### config.mk
export PLATFORM = sky130hd
export DESIGN_NAME = ram_sp_param
export DESIGN_NICKNAME = d
export VERILOG_FILES = /design/src/rtl/ram_pkg.sv /design/src/rtl/ram_clr_seq.sv /design/src/rtl/ram_sp_param.sv
export SDC_FILE = /design/constraint.sdc
export NUM_CORES = 1
export LEC_CHECK = 0
export CAP_MARGIN = 20
export CELL_PAD_IN_SITES_DETAIL_PLACEMENT = 1
export CELL_PAD_IN_SITES_GLOBAL_PLACEMENT = 1
export CORE_MARGIN = 2
export CORE_UTILIZATION = 44
export CTS_BUF_LIST = sky130_fd_sc_hd__clkbuf_8 sky130_fd_sc_hd__clkbuf_16
export CTS_CLUSTER_DIAMETER = 60
export DETAILED_ROUTE_END_ITERATION = 12
export GPL_TIMING_DRIVEN = 1
export PLACE_DENSITY_LB_ADDON = 0.2
export SLEW_MARGIN = 20
export SYNTH_ARGS = -nofsm -noshare
export SYNTH_HDL_FRONTEND = slang
export SYNTH_SLANG_ARGS = --single-unit
### constraint.sdc
create_clock -name clk -period 3.6 [get_ports clk]
set_input_delay 1.08 -clock clk [delete_from_list [all_inputs] [get_ports clk]]
set_output_delay 1.08 -clock clk [all_outputs]
set_load 0.02 [all_outputs]
### src/rtl/ram_pkg.sv
`default_nettype none
// ============================================================================
// Module   : ram_pkg
// Purpose  : Shared state type and byte-lane width for the single-port RAM.
// Revision : 1.0 - initial parameterised release
// ============================================================================
package ram_pkg;

    localparam int RAM_BYTE_W = 8;

    typedef enum logic [0:0] {
        ST_CLEAR = 1'b0,
        ST_RUN   = 1'b1
    } ram_state_t;

endpackage
`default_nettype wire

### src/rtl/ram_clr_seq.sv
`default_nettype none
// ============================================================================
// Module   : ram_clr_seq
// Purpose  : Sweep sequencer that writes every word after reset or on request.
// Revision : 1.0 - initial parameterised release
// ============================================================================
module ram_clr_seq
    import ram_pkg::*;
#(
    parameter int ADDR_W = 3,
    parameter int DEPTH  = 8
) (
    input  logic              clk,
    input  logic              rst_n,
    input  logic              clr_req,
    output logic              ready,
    output logic              clr_we,
    output logic [ADDR_W-1:0] clr_addr
);

    localparam logic [ADDR_W-1:0] LAST_ADDR = ADDR_W'(DEPTH - 1);

    ram_state_t        state_q, state_d;
    logic [ADDR_W-1:0] cnt_q, cnt_d;

    always_ff @(posedge clk or negedge rst_n) begin
        if (!rst_n) begin
            state_q <= ST_CLEAR;
            cnt_q   <= '0;
        end else begin
            state_q <= state_d;
            cnt_q   <= cnt_d;
        end
    end

    always_comb begin
        state_d = state_q;
        cnt_d   = cnt_q;
        case (state_q)
            ST_CLEAR: begin
                if (cnt_q == LAST_ADDR) begin
                    state_d = ST_RUN;
                    cnt_d   = '0;
                end else begin
                    cnt_d = cnt_q + 1'b1;
                end
            end
            ST_RUN: begin
                if (clr_req) begin
                    state_d = ST_CLEAR;
                    cnt_d   = '0;
                end
            end
            default: begin
                state_d = ST_CLEAR;
                cnt_d   = '0;
            end
        endcase
    end

    assign ready    = (state_q == ST_RUN);
    assign clr_we   = (state_q == ST_CLEAR);
    assign clr_addr = cnt_q;

endmodule
`default_nettype wire

### src/rtl/ram_sp_param.sv
`default_nettype none
// ============================================================================
// Module   : ram_sp_param
// Purpose  : Parameterised single-port RAM with byte enables and clear sweep.
//            RAM_SP_OUTREG_EN adds a second output register stage.
// Revision : 1.0 - initial parameterised release
// ============================================================================
module ram_sp_param
    import ram_pkg::*;
#(
    parameter int                DATA_W  = 8,
    parameter int                ADDR_W  = 3,
    parameter int                DEPTH   = 8,
    parameter logic [DATA_W-1:0] CLR_VAL = '0,
    parameter int                BE_W    = DATA_W / RAM_BYTE_W
) (
    input  logic              clk,
    input  logic              rst_n,
    input  logic              cs_n,
    input  logic              we_n,
    input  logic [ADDR_W-1:0] addm,
    input  logic [DATA_W-1:0] din,
    input  logic [BE_W-1:0]   be,
    input  logic              clr_req,
    output logic [DATA_W-1:0] dout,
    output logic              dout_vld,
    output logic              ready,
    output logic              oor
);

    // Index only as wide as the array needs; out-of-range addresses are masked by in_range.
    localparam int IDX_W = (DEPTH > 1) ? $clog2(DEPTH) : 1;

    logic [DATA_W-1:0] mem [DEPTH];

    logic              clr_we;
    logic [ADDR_W-1:0] clr_addr;
    logic              access, rd, in_range;
    logic [IDX_W-1:0]  idx;
    logic              mem_we;
    logic [IDX_W-1:0]  mem_idx;
    logic [DATA_W-1:0] mem_wdata;
    logic [DATA_W-1:0] dout_q, dout_d;
    logic              dout_vld_q, dout_vld_d;
    logic              oor_q, oor_d;

    ram_clr_seq #(
        .ADDR_W (ADDR_W),
        .DEPTH  (DEPTH)
    ) u_clr_seq (
        .clk      (clk),
        .rst_n    (rst_n),
        .clr_req  (clr_req),
        .ready    (ready),
        .clr_we   (clr_we),
        .clr_addr (clr_addr)
    );

    assign in_range = ({1'b0, addm} < (ADDR_W + 1)'(DEPTH));
    assign idx      = addm[IDX_W-1:0];
    assign access   = ready && !cs_n;
    assign rd       = access && we_n;

    // The sweep owns the single write port while it runs; user writes merge by lane.
    always_comb begin
        mem_we    = 1'b0;
        mem_idx   = idx;
        mem_wdata = mem[idx];
        if (clr_we) begin
            mem_we    = 1'b1;
            mem_idx   = clr_addr[IDX_W-1:0];
            mem_wdata = CLR_VAL;
        end else if (access && !we_n && in_range) begin
            mem_we = 1'b1;
            for (int i = 0; i < BE_W; i++) begin
                if (be[i]) begin
                    mem_wdata[i*RAM_BYTE_W +: RAM_BYTE_W] = din[i*RAM_BYTE_W +: RAM_BYTE_W];
                end
            end
        end
    end

    always_ff @(posedge clk) begin
        if (mem_we) begin
            mem[mem_idx] <= mem_wdata;
        end
    end

    always_comb begin
        dout_d     = dout_q;
        dout_vld_d = rd;
        oor_d      = access && !in_range;
        if (rd) begin
            dout_d = in_range ? mem[idx] : CLR_VAL;
        end
    end

    always_ff @(posedge clk or negedge rst_n) begin
        if (!rst_n) begin
            dout_q     <= '0;
            dout_vld_q <= 1'b0;
            oor_q      <= 1'b0;
        end else begin
            dout_q     <= dout_d;
            dout_vld_q <= dout_vld_d;
            oor_q      <= oor_d;
        end
    end

`ifdef RAM_SP_OUTREG_EN
    logic [DATA_W-1:0] dout_p2_q;
    logic              dout_vld_p2_q;
    logic              oor_p2_q;

    always_ff @(posedge clk or negedge rst_n) begin
        if (!rst_n) begin
            dout_p2_q     <= '0;
            dout_vld_p2_q <= 1'b0;
            oor_p2_q      <= 1'b0;
        end else begin
            dout_p2_q     <= dout_q;
            dout_vld_p2_q <= dout_vld_q;
            oor_p2_q      <= oor_q;
        end
    end

    assign dout     = dout_p2_q;
    assign dout_vld = dout_vld_p2_q;
    assign oor      = oor_p2_q;
`else
    assign dout     = dout_q;
    assign dout_vld = dout_vld_q;
    assign oor      = oor_q;
`endif

endmodule
`default_nettype wire

==> impl_metrics.tcl <==
set metrics [dict create \
    rows 31 \
    cts_sinks 77 \
    fin_crit_ns 2.88 \
    seq_area_frac_synth_pct 70.0 \
    cts_resized 0 \
    drc 0 \
    crit_required_ns 3.66 \
    drt_iter0_drc 115 \
    num_vias 1950 \
    totalNegativeSetupSlack_ns 0 \
    drt-total-wl_microns 7450 \
    status "finished clean" \
    final_layout_size_suffix_gt1_share_pct 14.6 \
    gr-usage-all-layers_pct 19.6 \
    post_cts_buffers 0 \
    pre_cts_ws_ns 0.350 \
    cts-buffers-inserted 9 \
    netlist.area_leader.share_pct 59.9 \
    synthArstFlopShare_pct 16.9 \
    ys_ff_latch 77 \
    placed_area_sq_um 3580 \
    clock_skew_ns 0.00943 \
    port_buffers 26 \
    via_per_inst 5.43 \
    end_kind "flip-flop" \
    grt_max_degree 30 \
    rsz0062_at_grt "no" \
    synth.most_common_cell "edfxtp_1" \
    syn_area_sq_um 3210 \
    cts-root-buf "clkbuf_8" \
    cp_slowest_stage_delay_ns 0.61 \
    fp.dieArea_sq_um 7990 \
    grt_pass1_wl_microns 10900 \
    dp_hpwl_microns 4780 \
    avgRoutedWirePerCell_microns 20.7 \
    fmax_mhz 347 \
    r2r-end "mem[1][6]" \
    syn-instance-count 216 \
    leakage_nw 1.38 \
    min-delay-start "dout[6]" \
    finalHoldViolCount 0 \
    die_w_microns 89.4 \
    r2r-start "u_clr_seq.ready" \
    post-route-period-util_pct 80.0 \
    first_pass_iters 4 \
    tightest_slew_ns 0.803 \
    multiInputGateArea_sq_um 852 \
    yosys-top-cells-count "64 x edfxtp_1, 20 x mux2i_1, 18 x nand2_1" \
    cts_max_level 3 \
    hold_path_end "dout[6]" \
    synth_area_leaders "edfxtp_1 60%, dfrtp_1 10%, mux2i_1 6.2%" \
    ant_nets 0 \
    path_clk_slew_ns 0.08 \
    cp_max_fo 29 \
    yosysWarnings 0 \
    synth_edf_count 64 \
    area_delta_synth_final_pct 16.9 \
    path_class "in2reg" \
    clk_latency_ns 0.34 \
    yosysUniqueCellTypes 32 \
    regArea_sq_um 2250 \
    max-slew-margin-rel_pct 46.5 \
    hold_depth 2 \
    overflow 0 \
    fillCellCount 736 \
    grt_pass1_vias 1992 \
    crit_arrival_ns 2.94 \
    reg2reg_depth 3 \
    p_per_area_nw_per_um2 789 \
    layoutNonFillerInstCount 359 \
    top_level_ports 28 \
    cts_tree "yes" \
    antenna_found_initial 0 \
    synth_fp_nets 235 \
    finish.instance_area_sq_um 3750 \
    finalPower_mw 2.96 \
    die_h_microns 89.4 \
    dp.cells 343 \
    whs_ns 0.496 \
    synth_top_flop_cell "edfxtp_1" \
    worst_slack_ns 0.719 \
    postCtsHoldBufs 0 \
    cp_slowest_cell "buf_2" \
    setup_violations 0 \
    clockBufferDepth 2 \
    nNetsFinal 274 \
    hp-class "reg2reg" \
    final_core_util_pct 52.6 \
    core_area_sq_um 7140 \
    avgSynthCellArea_sq_um 14.9 \
    max-vdd-ir-drop_mv 0.291 \
    cp_cell_sequence "buf_2 > buf_4 > mux2i_1 > a22oi_1 > o211ai_1 > a21oi_1" \
    start_kind "input port" \
    synth_top_area_cell "edfxtp_1" \
    max_cap_violations 0 \
    start_util_pct 45.0 \
    gp_congestion 0.795 \
    slew_violations 0 \
    ff2ff_setup_slack_ns 1.64 \
    n_antenna_cell 0 \
]
-- cells by family (layout without fill, tap and decap cells) --
| kind of cell | count (synthesis) | count (layout) | share of synthesized area [%] |
|---|---|---|---|
| AO/OA/AOI/OAI | 48 | 48 | 9.28 |
| adder cells (fa/ha/maj) | 2 | 2 | 0.780 |
| buffers and inverters | 14 | 58 | 3.39 |
| flip-flops | 77 | 77 | 70.0 |
| multiplexers | 33 | 33 | 10.8 |
| other | 1 | 1 | 0.117 |
| AND/OR/NAND/NOR | 41 | 41 | 5.58 |
-- worst max-delay path: cells and delay by family --
| kind | cells | cell delay, ns |
|---|---|---|
| buffers and inverters | 2 | 0.91 |
| multiplexers | 1 | 0.09 |
| AO/OA/AOI/OAI | 3 | 0.85 |
-- worst max path at each step --
stage               startpoint   endpoint  cells past startpoint
detailed placement     addm[1]  mem[4][1]                      5
finish                 addm[0]  mem[3][2]                      6
global route           addm[0]  mem[3][2]                      6
CTS                    addm[1]  mem[3][1]                      5
global placement       addm[1]  mem[2][0]                      5
floorplan              addm[0]  mem[0][0]                      6
-- flip-flops by register name, indices dropped and copies added (netlist names) --
signal and count:
u_clr_seq.clr_addr 3, mem 64, u_clr_seq.ready 1, dout_vld 1, dout 8
-- layout make-up --
class,count,share of cell area (%)
repair buffers,38,9.21
inverters,4,0.400
well taps,99,3.30
flip-flops and latches,77,59.9
clock buffers,9,3.30
clock inverters,7,1.17
multi-input cells,125,22.7
-- power breakdown --
part	switching (mW)	internal (mW)	total, mW
Clock	0.318	0.248	0.565
Combinational	0.575	0.337	0.912
Sequential	0.109	1.37	1.48
Total	1.00	1.96	2.96
-- layer usage --
layer | share of wire, % | track usage [%]
met5 | 0 | 0
met4 | 3.0 | 8.96
met3 | 4.4 | 4.62
met2 | 46 | 31.0
met1 | 46 | 25.8
-- layout by cell type, fill, tap and decap left out, types with 5 or more instances in the layout --
master	netlist	layout
clkbuf_8	0	9
o21ai_0	9	9
nand2_1	18	18
a21oi_1	11	11
a221o_1	5	5
inv_1	4	5
o22ai_1	7	7
o21ai_1	6	6
dfrtp_1	13	13
mux2_2	10	10
clkdlybuf4s50_1	0	25
buf_4	1	12
mux2i_1	20	20
edfxtp_1	64	64
nor2_1	13	13
(Power assumes the default switching activity.)
